`config.mk`:
```
export PLATFORM = sky130hd
export DESIGN_NAME = result_stream_reader_flat
export DESIGN_NICKNAME = d
export VERILOG_FILES = /design/src/rtl/result_stream_reader_if.sv /design/src/rtl/result_stream_reader.sv /design/src/flat_wrapper.sv
export SDC_FILE = /design/constraint.sdc
export NUM_CORES = 1
export LEC_CHECK = 0
export CAP_MARGIN = 20
export CORE_MARGIN = 2
export CORE_UTILIZATION = 48
export CTS_CLUSTER_SIZE = 20
export DETAILED_ROUTE_END_ITERATION = 8
export PLACE_DENSITY = 0.81
export SETUP_SLACK_MARGIN = 0.1
export SLEW_MARGIN = 40
export SYNTH_ARGS = -nofsm -noshare
export SYNTH_HDL_FRONTEND = slang
export SYNTH_SLANG_ARGS = --single-unit
```
`constraint.sdc`:
```
create_clock -name clock -period 2.75 [get_ports clock]
set_clock_uncertainty 0.1 [all_clocks]
set_input_delay 0.6875 -clock clock [delete_from_list [all_inputs] [get_ports clock]]
set_output_delay 0.6875 -clock clock [all_outputs]
set_load 0.005 [all_outputs]
```
`src/rtl/result_stream_reader_if.sv`:
```
// Bundles the result-memory read port and the record output stream of result_stream_reader.
// master = the reader; slave = the memory/consumer side.
interface result_stream_reader_if #(
    parameter int DATA_W = 16,
    parameter int ADDR_W = 14
);
    logic              mem_en;
    logic [ADDR_W-1:0] mem_addr;
    logic [DATA_W-1:0] mem_rdata;

    logic              out_valid;
    logic              out_ready;
    logic [DATA_W-1:0] out_data;
    logic [1:0]        out_kind;
    logic              out_last;

    modport master (
        output mem_en, mem_addr,
        input  mem_rdata,
        output out_valid, out_data, out_kind, out_last,
        input  out_ready
    );

    modport slave (
        input  mem_en, mem_addr,
        output mem_rdata,
        input  out_valid, out_data, out_kind, out_last,
        output out_ready
    );
endinterface

```
`src/rtl/result_stream_reader.sv`:
```
// Scans a solver result memory word by word and streams each word out as a classified record
// (value / infinity / terminator), or a single negative-cycle record when the solver flagged one.
module result_stream_reader #(
    parameter int                DATA_W       = 16,
    parameter int                ADDR_W       = 14,
    parameter int                DEPTH        = 16383,
    parameter logic [DATA_W-1:0] INF_VALUE    = {DATA_W{1'b1}},
    parameter logic [DATA_W-1:0] TERM_VALUE   = '0,
    parameter bit                STOP_ON_TERM = 1'b1
) (
    input  logic                  clock,
    input  logic                  reset,
    input  logic                  start,
    input  logic                  n_exist,
    result_stream_reader_if.master bus,
    output logic                  busy,
    output logic                  done,
    output logic [ADDR_W:0]       count
);

    typedef enum logic [2:0] {IDLE, NEG, READ, WAIT, EMIT, FIN} state_t;

    localparam logic [1:0] KIND_VALUE = 2'b00;
    localparam logic [1:0] KIND_INF   = 2'b01;
    localparam logic [1:0] KIND_TERM  = 2'b10;
    localparam logic [1:0] KIND_NEG   = 2'b11;

    localparam logic [ADDR_W-1:0] LAST_ADDR = ADDR_W'(DEPTH - 1);

    state_t            state, state_nx;
    logic              start_q;
    logic              start_rise;
    logic              accept;
    logic [ADDR_W-1:0] addr;
    logic [DATA_W-1:0] data_q;
    logic [1:0]        kind_q;
    logic              last_q;
    logic [1:0]        rd_kind;
    logic              rd_last;
    logic              mem_en_c;
    logic              valid_c;

    assign start_rise = start & ~start_q;
    assign accept     = valid_c & bus.out_ready;

    // Terminator wins over infinity in case both markers are configured to the same value.
    always_comb begin
        if (bus.mem_rdata == TERM_VALUE)
            rd_kind = KIND_TERM;
        else if (bus.mem_rdata == INF_VALUE)
            rd_kind = KIND_INF;
        else
            rd_kind = KIND_VALUE;
        rd_last = (STOP_ON_TERM && (rd_kind == KIND_TERM)) || (addr == LAST_ADDR);
    end

    // NOTE: every output of this block gets a default first, so no path can infer a latch.
    always_comb begin
        state_nx = state;
        mem_en_c = 1'b0;
        valid_c  = 1'b0;
        busy     = (state != IDLE);
        done     = 1'b0;
        case (state)
            IDLE: if (start_rise) state_nx = n_exist ? NEG : READ;
            NEG: begin
                valid_c = 1'b1;
                if (accept) state_nx = FIN;
            end
            READ: begin
                mem_en_c = 1'b1;
                state_nx = WAIT;
            end
            WAIT: state_nx = EMIT;
            EMIT: begin
                valid_c = 1'b1;
                if (accept) state_nx = last_q ? FIN : READ;
            end
            FIN: begin
                done     = 1'b1;
                state_nx = IDLE;
            end
            default: state_nx = IDLE;
        endcase
    end

    // NOTE: registers use non-blocking assignments so every flop samples pre-edge values.
    always_ff @(posedge clock or posedge reset) begin
        if (reset) begin
            state   <= IDLE;
            start_q <= 1'b0;
        end else begin
            state   <= state_nx;
            start_q <= start;
        end
    end

    always_ff @(posedge clock or posedge reset) begin
        if (reset) begin
            addr   <= '0;
            data_q <= '0;
            kind_q <= KIND_VALUE;
            last_q <= 1'b0;
            count  <= '0;
        end else begin
            case (state)
                IDLE: begin
                    if (start_rise) begin
                        addr  <= '0;
                        count <= '0;
                        if (n_exist) begin
                            data_q <= '0;
                            kind_q <= KIND_NEG;
                            last_q <= 1'b1;
                        end
                    end
                end
                WAIT: begin
                    data_q <= bus.mem_rdata;
                    kind_q <= rd_kind;
                    last_q <= rd_last;
                end
                NEG: if (accept) count <= count + 1'b1;
                EMIT: begin
                    if (accept) begin
                        count <= count + 1'b1;
                        // last_q is forced at LAST_ADDR, so the address can never run past the end.
                        if (!last_q) addr <= addr + 1'b1;
                    end
                end
                default: ;
            endcase
        end
    end

    assign bus.mem_en    = mem_en_c;
    assign bus.mem_addr  = addr;
    assign bus.out_valid = valid_c;
    assign bus.out_data  = data_q;
    assign bus.out_kind  = kind_q;
    assign bus.out_last  = last_q;

endmodule

```
`src/flat_wrapper.sv`:
```
// flat-port wrapper written by rule: the top's interface ports become plain ports
module result_stream_reader_flat 
#(
    parameter int                DATA_W       = 16,
    parameter int                ADDR_W       = 14,
    parameter int                DEPTH        = 16383,
    parameter logic [DATA_W-1:0] INF_VALUE    = {DATA_W{1'b1}},
    parameter logic [DATA_W-1:0] TERM_VALUE   = '0,
    parameter bit                STOP_ON_TERM = 1'b1
)
  (clock, reset, start, n_exist, busy, done, count, bus_mem_en, bus_mem_addr, bus_mem_rdata, bus_out_valid, bus_out_data, bus_out_kind, bus_out_last, bus_out_ready);
  result_stream_reader_if #(.DATA_W(DATA_W), .ADDR_W(ADDR_W)) bus_i ();
  input  logic clock;
  input  logic reset;
  input  logic start;
  input  logic n_exist;
  output logic busy;
  output logic done;
  output logic [ADDR_W:0] count;
  output wire logic [$bits(bus_i.mem_en)-1:0] bus_mem_en;
  output wire logic [$bits(bus_i.mem_addr)-1:0] bus_mem_addr;
  input wire logic [$bits(bus_i.mem_rdata)-1:0] bus_mem_rdata;
  output wire logic [$bits(bus_i.out_valid)-1:0] bus_out_valid;
  output wire logic [$bits(bus_i.out_data)-1:0] bus_out_data;
  output wire logic [$bits(bus_i.out_kind)-1:0] bus_out_kind;
  output wire logic [$bits(bus_i.out_last)-1:0] bus_out_last;
  input wire logic [$bits(bus_i.out_ready)-1:0] bus_out_ready;
  assign bus_mem_en = bus_i.mem_en;
  assign bus_mem_addr = bus_i.mem_addr;
  assign bus_i.mem_rdata = bus_mem_rdata;
  assign bus_out_valid = bus_i.out_valid;
  assign bus_out_data = bus_i.out_data;
  assign bus_out_kind = bus_i.out_kind;
  assign bus_out_last = bus_i.out_last;
  assign bus_i.out_ready = bus_out_ready;
  result_stream_reader #(.DATA_W(DATA_W), .ADDR_W(ADDR_W), .DEPTH(DEPTH), .INF_VALUE(INF_VALUE), .TERM_VALUE(TERM_VALUE), .STOP_ON_TERM(STOP_ON_TERM)) u_core (.clock(clock), .reset(reset), .start(start), .n_exist(n_exist), .bus(bus_i), .busy(busy), .done(done), .count(count));
endmodule
```
=== Word level (Yosys, flattened, before mapping) ===
Index checks and enable logic that the tools add are counted.

* Bits in registers: 52
* Output and inout bits: 52
* Logic and storage cells: 65

* Add/sub/neg operators: 2
* Equality and inequality tests: 14
* Multiplexer cells: 27
* Bitwise logic cells: 3
* Reductions and logical operators: 12

{| class="wikitable"
|+ Operators by type and width
! kind !! count
|-
| 2-to-1 mux 14 bit || 3
|-
| 2-to-1 mux 16 bit || 2
|-
| case mux 16 bit (2 select lines) || 1
|-
| 2-to-1 mux 15 bit || 2
|-
| case mux 15 bit (2 select lines) || 1
|-
| case mux 14 bit (2 select lines) || 1
|-
| == test 16 bit (second input constant) || 1
|-
| logical NOT 16 bit || 1
|-
| adder 15 x 1 -> 15 bit (second input constant) || 1
|-
| case mux 3 bit (5 select lines) || 1
|-
| adder 14 x 1 -> 14 bit (second input constant) || 1
|-
| == test 14 bit (second input constant) || 1
|-
| 2-to-1 mux 3 bit || 4
|-
| AND reduction 3 bit || 3
|-
| 2-to-1 mux 2 bit || 4
|-
| inequality test 2 x 1 -> 1 bit (second input constant) || 4
|-
| == test 3 x 2 -> 1 bit (second input constant) || 2
|-
| == test 3 bit (second input constant) || 2
|-
| 2-to-1 mux 1 bit || 6
|-
| nonzero test 2 bit || 3
|-
| inequality test 2 bit (second input constant) || 2
|-
| case mux 2 bit (2 select lines) || 1
|-
| AND reduction 4 bit || 1
|-
| == test 3 x 1 -> 1 bit (second input constant) || 1
|-
| other kinds (8) || 9
|}

=== Depth between registers and ports, before layout ===
* Depth after elaboration: 6
* Mapped depth: 7
* Depth with buffers taken out: 5

=== Worst setup path before layout ===
No wires, ideal clock.

* Path type: input -> register
* From: input start
* To: register u_core.count[5]
* Arrival time: 2.124 ns
* Required time: 2.572 ns
* Slack: 0.447 ns
* Stages: 5
* Path through: or4b_4 > a31o_1 > buf_6 > or4_1 > a21oi_1

* Cells in the longest elaborated chain, start to end: 3

{| class="wikitable"
|+ RTL lines
! item !! RTL line !! text
|-
| from (decl) || flat_wrapper.sv:15 || <nowiki>input logic start;</nowiki>
|-
| AND 1 bit || result_stream_reader.sv:43 || <nowiki>assign start_rise = start & ~start_q;</nowiki>
|-
| inequality test 2 x 1 -> 1 bit (no line) || n/a ||
|-
| AND reduction 3 bit (no line) || n/a ||
|-
| to (signal assigned) || result_stream_reader.sv:123 || <nowiki>NEG: if (accept) count <= count + 1'b1;</nowiki>
|-
| to (signal assigned) || result_stream_reader.sv:126 || <nowiki>count <= count + 1'b1;</nowiki>
|-
| to (decl) || result_stream_reader.sv:18 || <nowiki>output logic [ADDR_W:0] count</nowiki>
|}

Every way passes these cells.
A chain may end at the register's enable or synchronous reset.

=== Worst setup path after layout ===
* From: register u_core.state[2]
* To: output busy

* Cells in the longest elaborated chain, start to end: 1

{| class="wikitable"
|+ RTL lines
! item !! RTL line !! text
|-
| from (decl) || result_stream_reader.sv:30 || <nowiki>state_t state, state_nx;</nowiki>
|-
| from (signal assigned) || result_stream_reader.sv:93 || <nowiki>state <= state_nx;</nowiki>
|-
| nonzero test 3 bit || result_stream_reader.sv:62 || <nowiki>busy = (state != IDLE);</nowiki>
|-
| to (decl) || flat_wrapper.sv:17 || <nowiki>output logic busy;</nowiki>
|}

Every way passes these cells.

==> summary.txt <==
Synth
  • Mapped Cells: between 200 and 300
  • Library cells used by synthesis: 46
  • #FFs+latches synth: 52
  • Synth Cell Area: 2610 sq um
  • Synthesized area per cell: just under 10 sq um
  • Syn Nets: 287
  • Ys Warns: 0
  • Post-synthesis sequential area ratio: about half

STA
  • TNS Setup: 0 ns
  • Unrepaired setup endpoints after global routing: yes
  • Slew @ Worst Pin: approximately 0.63 ns
  • Final setup violation count: 0
  • Final hold slack: 0.402 ns
  • Final Hold Viols: 0
  • Maximum clock frequency: 380 MHz
  • Min cycle time layout: ~2.6 ns
  • Period utilisation layout: between 90% and 100%
  • PnR worst setup slack: ~0.12 ns
  • Final Max Slew Viols: 0
  • Max_slew headroom: around three fifths

Worst setup path
  • Worst setup SP type: flip-flop
  • CP endpoint kind: primary output
  • Worst setup path class: reg -> out
  • Worst setup path start: u_core.state[2]$_DFFE_PP0P_
  • CP required: 1.96 ns
  • CP Cell Sequence: buf_4, or3_1, clkdlybuf4s50_1
  • Crit path max-delay family: buffers and inverters
  • Critical path buffers and inverters: 2
  • R2r startpoint: u_core.state[2]$_DFFE_PP0P_
  • CP max stage delay: between 0.4 and 0.5 ns
  • Arrival time worst endpoint: approximately 1.9 ns
  • Worst Path Max Fanout: 17
  • Worst path slowest cell: clkdlybuf4s50_1

Layout
  • Most common cell after layout, fill and taps aside: clkdlybuf4s50_1
  • Diodes inserted: 0
  • FF+latch area: 1300 sq um
  • Fin area: 3540 sq um
  • Final net count: between 300 and 400
  • Post-route insts no fill: slightly above 400
  • Most frequent cells in the layout: clkdlybuf4s50_1, dfrtp_1, a21oi_1
  • P&R area growth vs syn: 35.5%
  • Multi-input gate area: 1220 sq um
  • # fillers: 421
  • Share of cells above drive strength 1: 7.58%

Pwr
  • Sw frac: 33.3%
  • Worst IR Drop VDD: 535 uV
  • Part of the power in registers: 41.9%
  • Pwr Density: 736 nW/um^2
  • P_leak: around 0.0014 uW
  • Comb power frac: 42.1%
  • Internal power: around 1700 uW
  • Clock power share: 16.0%
  • Psw: 867 uW

CTS
  • CTS buffer count: 5
  • Clk sinks: 52
  • Clock buffer depth: 2
  • Root buf cell: clkbuf_8
  • H-tree depth: 2
  • Clock slew at reported path FFs: roughly 0.09 ns
  • Cts hold-fix bufs: 0
  • CTS tree: yes
  • Worst-skew pair later-pin latency: ~0.3 ns

Floorplanning
  • Die area: 6040 sq um
  • CORE AREA: around 5200 sq um
  • IO Pins: 73
  • Chip Height: between 70 and 80 um
  • Initial core utilization: 50.5%
  • Rows: 26
  • Die width: 77.7 um

Placement
  • Dpl cell area: 3450 sq um
  • Post-Place Setup Slack: -0.271 ns
  • Gpl congestion: between 0.8 and 0.9
  • Count of port buffers added during placement: 72
  • Dpl hpwl: 4760 um
  • Inst Count DP: roughly 410

Routing
  • First-pass DRT Iterations: 4
  • Aggregate routed wire length: 6620 um
  • Vias after detailed routing: 2435
  • WL/cell: 16.0 um
  • Vias per cell: 5.90
  • Post-DRT Antenna Nets: 0
  • Drt initial violations: 158
  • Drt drc: 0

Hold path
  • HP Start: u_core.bus.out_kind[1]$_DFFE_PP0P_
  • Worst min path class: reg -> reg

Global route
  • Largest net degree at the start of global routing: 21
  • Initial antenna violation count: 0
  • Tot GR Track Use: 23.1%
  • Total grt overflow: 0
  • First-pass GRT wire length: 11200 um
  • Vias in the first global route: about 2400

Run status
  • Outcome: finished, final reports clean

Run
  • Max Cap Viol: 0
-- state kept, by name (all words and copies together), names as in the netlist --
signal / count
u_core.state: 3
u_core.bus.out_data: 16
u_core.bus.out_last: 1
u_core.count: 15
u_core.start_q: 1
u_core.bus.out_kind: 2
u_core.bus.mem_addr: 14
-- synth_stat cells, drive strengths merged --
library cell	n	area, sq um
a21o	1	7.51
a21oi	23	115
a22o	17	149
a2bb2oi	2	17.5
a311oi	1	8.76
a31o	2	17.5
a31oi	1	6.26
a32o	1	10.0
and2	1	6.26
and3	2	12.5
and3b	2	17.5
and4	3	26.3
buf	3	26.3
clkbuf	9	33.8
dfrtp	52	1300
ha	3	37.5
inv	9	33.8
mux2i	1	10.0
nand2	15	56.3
nand2b	3	18.8
nand3	12	60.1
nand3b	2	15.0
nand4	10	62.6
nor2	13	48.8
nor2b	1	6.26
nor3b	2	15.0
nor4	5	31.3
nor4bb	2	20.0
o2111ai	1	8.76
o211ai	5	37.5
o21a	1	7.51
o21ai	20	100
o22a	1	8.76
o31ai	4	30.0
o32a	1	10.0
o41ai	1	8.76
or2	1	6.26
or3	16	100
or3b	1	8.76
or4	6	45.0
or4b	2	23.8
xnor2	2	17.5
xor2	3	26.3
-- worst register-to-register path, stage by stage (launching register included) --
cell     delay, ns
dfrtp_1       0.43
buf_4         0.16
or4b_4        0.53
a31o_2        0.37
or4_1         0.53
a21oi_1       0.16
-- stage by stage --
stage          power [uW]  utilization [%]
2_1_floorplan        1610                -
3_3_place_gp         2160             66.7
3_5_place_dp         2180             66.7
4_1_cts              2610             68.2
5_1_grt              2780             68.4
6_report             2600             68.4
-- final cells by class --
cell class | instances | share of cell area [%]
clock buffer | 6 | 2.05
clock inverter | 1 | 0.142
inverter | 9 | 0.955
multi-input combinational | 190 | 34.4
sequential | 52 | 36.8
tap | 70 | 2.48
timing repair buffer | 85 | 23.1
-- path summary, 6_finish.rpt --
path | slack (ns) | endpoint | depth (start not counted)
max in group asynchronous | 1.37 | u_core.count[9]$_DFFE_PP0P_ | 3
worst min register to register | 0.40 | u_core.bus.out_kind[1]$_DFFE_PP0P_ | 1
min in group asynchronous | 0.58 | u_core.bus.out_kind[1]$_DFFE_PP0P_ | 2
worst max-delay path | 0.12 | busy | 3
worst min-delay path | 0.40 | u_core.bus.out_kind[1]$_DFFE_PP0P_ | 1
worst max register to register | 0.41 | u_core.count[6]$_DFFE_PP0P_ | 5
-- kinds of logic (layout without fill, tap and decap cells) --
kind of cell,after synthesis,count (layout),synth area share [%]
muxes,1,1,0.384
and+or+nand+nor,99,99,22.2
xor gates and xnor gates,5,5,1.68
buffers and inverters,21,101,3.60
DFF,52,52,49.9
adders and majority gates,3,3,1.44
AOI/OAI and AO/OA,82,82,20.8
-- power by group through the flow --
| stage | Clock, uW | Combinational (uW) | Sequential (uW) |
|---|---|---|---|
| after global routing | 466 | 1200 | 1120 |
| after detailed placement | 0 | 1090 | 1090 |
| final | 416 | 1090 | 1090 |
| after CTS | 425 | 1090 | 1090 |
| after floorplan | 0 | 535 | 1080 |
| after global placement | 0 | 1060 | 1100 |
-- per-layer routing --
metal | vias up | GRT usage, % | share of wire [%]
met5 | - | 0 | 0
met3 | 12 | 5.81 | 5.9
met1 | 1180 | 29.9 | 43
li1 | 1161 | - | -
met2 | 82 | 38.0 | 49
met4 | 0 | 7.68 | 1.9
-- timing repair --
item                                    4_1_cts  5_1_grt
endpoints found under the hold margin         0        0
endpoints found under the setup margin        5        9
cloned                                        0        0
pin swaps                                     0        0
gates resized for setup                       1        1
buffers inserted                              0        1
Note: power is estimated with default switching activity, not from simulation.
